--- config.mk ---
export PLATFORM = sky130hd
export DESIGN_NAME = pwm_fade_sequencer
export DESIGN_NICKNAME = d
export VERILOG_FILES = /design/src/rtl/pwm_fade_sequencer.sv
export SDC_FILE = /design/constraint.sdc
export NUM_CORES = 1
export LEC_CHECK = 0
export ABC_CLOCK_PERIOD_IN_PS = 10400
export CORE_UTILIZATION = 30
export DETAILED_ROUTE_END_ITERATION = 6
export GPL_TIMING_DRIVEN = 0
export PLACE_DENSITY_LB_ADDON = 0.2
export SYNTH_ARGS = -nofsm -noshare
export SYNTH_HDL_FRONTEND = slang
export SYNTH_SLANG_ARGS = --single-unit
--- constraint.sdc ---
create_clock -name clk -period 10.4 [get_ports clk]
set_clock_uncertainty 0.15 [all_clocks]
set_input_delay 1.56 -clock clk [delete_from_list [all_inputs] [get_ports clk]]
set_output_delay 1.56 -clock clk [all_outputs]
set_load 0.1 [all_outputs]
--- src/rtl/pwm_fade_sequencer.sv ---
// pwm_fade_sequencer: produces the duty_cycle/period pair for a downstream PWM core.
// It repeats a trapezoidal brightness profile: ramp up, hold high, ramp down, hold low.
// Duty changes only at PWM period boundaries, so the core never sees a mid-period change.
// Fade limits are sampled once per fade cycle: on leaving IDLE and on leaving HOLD_LOW.
module pwm_fade_sequencer #(
  parameter int unsigned CLK_FREQ = 25_000_000,
  parameter int unsigned PWM_FREQ = 500
) (
  input  logic        clk,
  input  logic        rst_n,
  input  logic        enable,
  input  logic [15:0] min_duty,
  input  logic [15:0] max_duty,
  input  logic [15:0] step,
  input  logic [15:0] hold_cycles,
  output logic [15:0] duty_cycle,
  output logic [15:0] period,
  output logic        update_tick,
  output logic [2:0]  state,
  output logic        cycle_done
);

  // PWM period in clocks; must lie in 2..65535 so it fits the 16-bit datapath.
  localparam int unsigned PERIOD   = CLK_FREQ / PWM_FREQ;
  localparam logic [15:0] PeriodW  = 16'(PERIOD);
  localparam logic [15:0] LastPcnt = 16'(PERIOD - 1);

  localparam logic [2:0] StIdle     = 3'd0;
  localparam logic [2:0] StRampUp   = 3'd1;
  localparam logic [2:0] StHoldHigh = 3'd2;
  localparam logic [2:0] StRampDown = 3'd3;
  localparam logic [2:0] StHoldLow  = 3'd4;

  logic [15:0] pcnt_q, pcnt_d;
  logic        tick_q, tick_d;
  logic [2:0]  state_q, state_d;
  logic [15:0] duty_q, duty_d;
  logic [15:0] hold_q, hold_d;
  logic        done_q, done_d;

  // Latched fade configuration for the current fade cycle.
  logic [15:0] max_eff_q, max_eff_d;
  logic [15:0] min_eff_q, min_eff_d;
  logic [15:0] step_eff_q, step_eff_d;
  logic [15:0] hold_eff_q, hold_eff_d;

  // Configuration as it would be latched if sampled this clock.
  logic [15:0] cfg_max;
  logic [15:0] cfg_min;
  logic [15:0] cfg_step;
  logic        sample;

  // 17-bit ramp arithmetic so duty+step can never wrap.
  logic [16:0] sum_up;
  logic [16:0] floor_dn;
  logic        up_hit;
  logic        dn_hit;
  logic        running;

  // Clamp the live limit inputs into a consistent configuration.
  always_comb begin
    cfg_max  = (max_duty < PeriodW) ? max_duty : PeriodW;
    cfg_min  = (min_duty < cfg_max) ? min_duty : cfg_max;
    cfg_step = (step == 16'd0) ? 16'd1 : step;
  end

  // Saturation decisions for the two ramps.
  always_comb begin
    sum_up   = {1'b0, duty_q} + {1'b0, step_eff_q};
    floor_dn = {1'b0, min_eff_q} + {1'b0, step_eff_q};
    up_hit   = (sum_up >= {1'b0, max_eff_q});
    dn_hit   = ({1'b0, duty_q} <= floor_dn);
  end

  // Period counter runs only while a fade is active; update_tick marks its last clock.
  always_comb begin
    running = enable && (state_q != StIdle);
    if (!running) begin
      pcnt_d = 16'd0;
    end else if (pcnt_q == LastPcnt) begin
      pcnt_d = 16'd0;
    end else begin
      pcnt_d = pcnt_q + 16'd1;
    end
    tick_d = (pcnt_d == LastPcnt);
  end

  // Fade FSM next-state: all transitions except leaving IDLE wait for update_tick.
  always_comb begin
    state_d    = state_q;
    duty_d     = duty_q;
    hold_d     = hold_q;
    done_d     = 1'b0;
    sample     = 1'b0;
    max_eff_d  = max_eff_q;
    min_eff_d  = min_eff_q;
    step_eff_d = step_eff_q;
    hold_eff_d = hold_eff_q;

    if (!enable) begin
      // Dropping enable wins over any tick and aborts without cycle_done.
      state_d = StIdle;
      duty_d  = 16'd0;
      hold_d  = 16'd0;
    end else begin
      unique case (state_q)
        StIdle: begin
          sample  = 1'b1;
          duty_d  = cfg_min;
          state_d = StRampUp;
        end
        StRampUp: begin
          if (tick_q) begin
            if (up_hit) begin
              duty_d  = max_eff_q;
              hold_d  = hold_eff_q;
              state_d = StHoldHigh;
            end else begin
              duty_d = sum_up[15:0];
            end
          end
        end
        StHoldHigh: begin
          if (tick_q) begin
            if (hold_q == 16'd0) begin
              state_d = StRampDown;
            end else begin
              hold_d = hold_q - 16'd1;
            end
          end
        end
        StRampDown: begin
          if (tick_q) begin
            if (dn_hit) begin
              duty_d  = min_eff_q;
              hold_d  = hold_eff_q;
              state_d = StHoldLow;
            end else begin
              // dn_hit false guarantees duty > min+step, so no underflow.
              duty_d = duty_q - step_eff_q;
            end
          end
        end
        StHoldLow: begin
          if (tick_q) begin
            if (hold_q == 16'd0) begin
              done_d  = 1'b1;
              sample  = 1'b1;
              duty_d  = cfg_min;
              state_d = StRampUp;
            end else begin
              hold_d = hold_q - 16'd1;
            end
          end
        end
        default: begin
          state_d = StIdle;
          duty_d  = 16'd0;
          hold_d  = 16'd0;
        end
      endcase
    end

    if (sample) begin
      max_eff_d  = cfg_max;
      min_eff_d  = cfg_min;
      step_eff_d = cfg_step;
      hold_eff_d = hold_cycles;
    end
  end

  // State and output registers with asynchronous active-low reset.
  always_ff @(posedge clk or negedge rst_n) begin
    if (!rst_n) begin
      pcnt_q     <= 16'd0;
      tick_q     <= 1'b0;
      state_q    <= StIdle;
      duty_q     <= 16'd0;
      hold_q     <= 16'd0;
      done_q     <= 1'b0;
      max_eff_q  <= 16'd0;
      min_eff_q  <= 16'd0;
      step_eff_q <= 16'd0;
      hold_eff_q <= 16'd0;
    end else begin
      pcnt_q     <= pcnt_d;
      tick_q     <= tick_d;
      state_q    <= state_d;
      duty_q     <= duty_d;
      hold_q     <= hold_d;
      done_q     <= done_d;
      max_eff_q  <= max_eff_d;
      min_eff_q  <= min_eff_d;
      step_eff_q <= step_eff_d;
      hold_eff_q <= hold_eff_d;
    end
  end

  assign duty_cycle  = duty_q;
  assign period      = PeriodW;
  assign update_tick = tick_q;
  assign state       = state_q;
  assign cycle_done  = done_q;

endmodule

* After elaboration in Yosys (flattened, before gate mapping)
Cells that the tools add are included.
Cells by class: add/subtract/negate cells 5, magnitude comparators 4, equal/unequal tests 18, multiplexer cells 37, reduce and logical (&&, ||, !) cells 9
Operators by type and width (count):
- $mux 16 | 19
- $pmux 16 s5 | 1
- $pmux 16 s4 | 1
- $add 16x16->17 | 2
- $eq 16x16->1 const B | 2
- $logic_not 16->1 | 2
- $mux 3 | 9
- $ne 3x3->1 const B | 9
- $ge 17x16->1 | 1
- $le 16x17->1 | 1
- $add 16x1->16 const B | 1
- $lt 16x16->1 | 1
- $lt 16x16->1 const B | 1
- $sub 16x1->16 const B | 1
- $sub 16x16->16 | 1
- $pmux 3 s5 | 1
- $reduce_and 8->1 | 1
- $reduce_and 7->1 | 1
- $eq 3x2->1 const B | 2
- $mux 1 | 5
- $reduce_and 5->1 | 1
- $ne 2x2->1 const B | 2
- $eq 3x1->1 const B | 1
- $eq 3x3->1 const B | 1
- 6 further kinds | 6
Word-level totals: input port bits 67, output and inout port bits 37, logic and storage cells 83, flip-flop bits (word level) 117

* Depth between registers and ports, before layout
depth after elaboration 8, mapped depth 20, depth with buffers taken out 18

* Least setup slack after synthesis
OpenSTA, ideal clock, no wires.
path type reg-to-reg, from reg duty_q[1] (netlist: duty_cycle[1]), to reg hold_q[14], cell stages (with the launch flop) 19, path buffers 1, setup slack 5.176 ns, setup time 0.122 ns, clock period less this slack 5.224 ns, required time 10.128 ns, arrival 4.952 ns, cells stage by stage dfrtp_1 -> inv_1 -> fa_1 -> nor2_1 -> o311a_1 -> o221ai_1 -> a21boi_1 -> o22ai_1 -> a211oi_1 -> inv_1 -> ha_1 -> o2111ai_1 -> or4_1 -> o22ai_1 -> a211oi_2 -> a221o_4 -> buf_6 -> o21ai_1 -> o21ai_2
Between the ends: word-level cells in the longest chain between the ends 4, elaborated cells between the ends (all ways) 6, classes of those cells 1 x add/sub; 2 x order compare; 2 x eq/ne; 1 x reduce/logical
Ends and longest elaborated chain:
- from (decl) | RTL line 37 | logic [15:0] duty_q, duty_d;
- from (signal assigned) | RTL line 189 | duty_q <= duty_d;
- $add 16x16->17 | RTL line 69 | sum_up = {1'b0, duty_q} + {1'b0, step_eff_q};
- $ge 17x16->1 | RTL line 71 | up_hit = (sum_up >= {1'b0, max_eff_q});
- $ne 3x3->1 (no line)
- $reduce_and 7->1 (no line) *
- to (signal assigned) | RTL line 190 | hold_q <= hold_d;
- to (decl) | RTL line 38 | logic [15:0] hold_q, hold_d;
Mark *: on every way between the ends. The rest lies on a longest branch, timed or not. A chain may end at the register's enable or synchronous reset.

* Worst setup path after layout
Same ends and word-level chain as after synthesis.

==> results.md <==
* CTS tree: done
* WP data arrival at 5820 ps
* Core box area at 0.0307 sq mm
* Peak Freq at 177 MHz
* Top cell type's share of synthesized area at a little under a third
* FF+latch count, synth at between 100 and 150
* Worst Hold Slack at approximately 330 ps
* Delay-heaviest family, CP: compound AO/OA/AOI/OAI gates
* Final Max Tran Viols at 0
* CP Launch Type: flop
* Cells after Synth at around 1100
* Post-CTS Hold Buffers at 0
* Layout cells sized above 1 at 7.86%
* Worst setup path class: flop to flop
* Antenna diodes at 0
* Final wirelength at about 28000 microns
* Mapped Area at between 0.009 and 0.01 sq mm
* Vias in the first global route at 8168
* Post-CTS resize count at 0
* Utilization after layout at between 30% and 40%
* Worst Tran Pin Value at slightly below 1000 ps
* Final Cycle Share at between 50% and 60%
* Pwr Density at about 330 mW/mm^2
* Root buf cell: clkbuf_16
* Synth Flop Type: dfrtp_1
* FILL cells at between 3000 and 4000
* RD Place Congestion at 0.875
* Setup slack, reg-to-reg at between 4000 and 5000 ps
* Port Buffers at 85
* CP Capture Type: flop
* P&R area growth vs syn at 21.7%
* Site Rows at 64
* Min Tclk post-route at around 5700 ps
* Worst-path clk slew at ~60 ps
* Status: finished clean
* IO Pins at ~100
* Routed Antenna Nets at 0
* Largest net degree at the start of global routing at 73
* Maxcap violations at 0
* Cell variety after synth at 80
* WL per Instance at between 15 and 20 microns
* Max clock buf depth at 2
* Die Y at 179 microns
* Worst VDD drop at 0.143 mV
* Worst-Skew Late Latency at around 430 ps
* TritonCTS Sinks at 117
* P_leak at around 5.3 nW
* Die Width at roughly 180 microns
* Htree depth at 4
* Critical-path top delay cell: or4_1
* Crit path cell chain: inv_1, fa_1, nor2_1, o311a_1, o221ai_1, a21boi_1, o22ai_1, a211oi_1, inv_1, ha_1, o2111ai_1, or4_1, o22ai_1, a211oi_2, a221o_4, buf_6, o21ai_1, o21ai_2
* CP Buf/Inv Count at 3
* Antenna violations before repair at 0
* Fin. Hold Viols at 0
* Dpl hpwl at 22300 microns
* Total gr overflow at 0
* Unrepaired setup endpoints after global routing: no
* Final net count at ~1400
* Initial Utilization at a little under a third
* CP max stage delay at around 540 ps
* Number of flops mapped to enable cells by yosys at 0
* Crit path max fanout at 10
* Via density at roughly 5.1
* GRT Total Usage at between 10% and 20%
* Worst Hold Class: flop to flop
* Reg area at between 0.002 and 0.003 sq mm
* Synth async-reset ratio at 100%
* Top cells by area, synth: dfrtp_1 31%, ha_1 13%, nand2_1 5.8%
* Finish-stage setup viols at 0
* Number of detailed-route iterations in the first pass at 5
* Final non-filler cell total at 1656
* Post-CTS setup buffers at 0
* Register area share after synthesis at 31.2%
* Power Total at roughly 0.0038 W
* Die area at about 0.032 sq mm
* Initial drt markers at 591
* Relative slew margins at 34.9%
* Area taken by multi-input logic gates at 0.00588 sq mm
* Num CTS Buffers at 17
* Routed vias at between 8000 and 9000
* First-pass GRT wire length at roughly 45000 microns
* Syn avg cell area at around 8.3 sq um
* Cells after DPL at roughly 1600
* Residual DRC at 0
* Yosys top cell by area: dfrtp_1
* Number of synthesis warnings at 0
* Worst EP required at approximately 11000 ps
* Final TNS setup at 0 ps
[through the flow]
step | setup WS (ps) | instance area (sq um)
after floorplan | 5180 | 9430
after global placement | 2670 | 10800
after detailed placement | 4390 | 10800
after CTS | 4780 | 11400
after global routing | 4340 | 11400
final | 4750 | 11400
[worst paths after layout]
| kind | from | depth (start not counted) | end |
|---|---|---|---|
| hold reg to reg | hold_eff_q[4] | 2 | hold_eff_q[4] |
| max in group asynchronous | rst_n | 2 | step_eff_q[0] |
| min in group asynchronous | rst_n | 1 | pcnt_q[11] |
| setup reg to reg | duty_cycle[1] | 18 | hold_q[14] |
| hold / removal | hold_eff_q[4] | 2 | hold_eff_q[4] |
| setup / recovery | duty_cycle[1] | 18 | hold_q[14] |
[Yosys cell counts, types with 4 or more instances]
cell       instances
nand2_1          145
dfrtp_1          117
nor2_1           105
ha_1              96
inv_1             71
o21ai_1           66
a21oi_1           58
o21ai_0           38
mux2i_1           33
xnor2_1           31
clkbuf_1          23
nor3_1            22
buf_2             20
xor2_1            20
nand3_1           19
buf_4             18
a21o_1            17
a211o_1           13
a211oi_1          13
o21a_1            12
or3_1             12
nor4_1            11
o22ai_1           11
a31oi_1           10
and3_1            10
nand4_1           10
nor2b_1           10
o31ai_1            7
or2_2              7
and2_1             6
nand2b_1           6
o21bai_1           6
a22oi_1            5
a32oi_1            5
o2111ai_1          5
o211ai_1           4
[layer usage]
layer	global-route usage [%]	routed length, microns	part of all wire [%]
met1	27.4	14400	51
met2	28.2	12200	43
met3	2.65	1250	4.4
met4	4.73	347	1.2
met5	0	0	0
[cell usage in the layout, fill, tap and decap left out, types with 33 or more instances in the layout]
| cell | count |
|---|---|
| nand2_1 | 145 |
| dfrtp_1 | 117 |
| nor2_1 | 105 |
| ha_1 | 96 |
| clkdlybuf4s50_1 | 84 |
| inv_1 | 71 |
| o21ai_1 | 66 |
| a21oi_1 | 58 |
| o21ai_0 | 38 |
| mux2i_1 | 33 |
[registers in the layout (all words and copies together), names as in the netlist, 3 cells and up]
signal / count
state: 3
duty_cycle: 16
step_eff_q: 16
max_eff_q: 16
hold_eff_q: 16
pcnt_q: 16
min_eff_q: 16
hold_q: 16
[layout make-up]
cell class	count	area share, %
Clock inverter	11	1.30
Inverter	71	2.34
Multi-Input combinational cell	889	51.5
Sequential cell	117	25.7
Buffer	65	3.15
Tap cell	396	4.34
Clock buffer	21	4.03
Timing Repair Buffer	86	7.71
[report_power, final]
part | total (W) | switching, W | internal (W)
Clock | 0.000617 | 0.000227 | 0.000390
Sequential | 0.000779 | 0.000173 | 0.000606
Combinational | 0.00237 | 0.00144 | 0.000927
[kinds of logic after synthesis]
| group | after synthesis | synth area share, % |
|---|---|---|
| compound gates | 309 | 21.4 |
| xor+xnor | 51 | 4.76 |
| fa+ha+maj | 99 | 13.5 |
| buf+inv | 136 | 6.67 |
| flops | 117 | 31.2 |
| mux | 37 | 4.00 |
| other cells | 2 | 0.0801 |
| simple gates | 377 | 18.5 |
[worst register-to-register path: stages, from the launching register on]
cell,delay [ps]
dfrtp_1,490
inv_1,140
fa_1,470
nor2_1,180
o311a_1,220
o221ai_1,150
a21boi_1,500
o22ai_1,240
a211oi_1,490
inv_1,100
ha_1,320
o2111ai_1,150
or4_1,540
o22ai_1,310
a211oi_2,160
a221o_4,520
buf_6,160
o21ai_1,180
o21ai_2,70
Note: power is estimated with default switching activity, not from simulation.
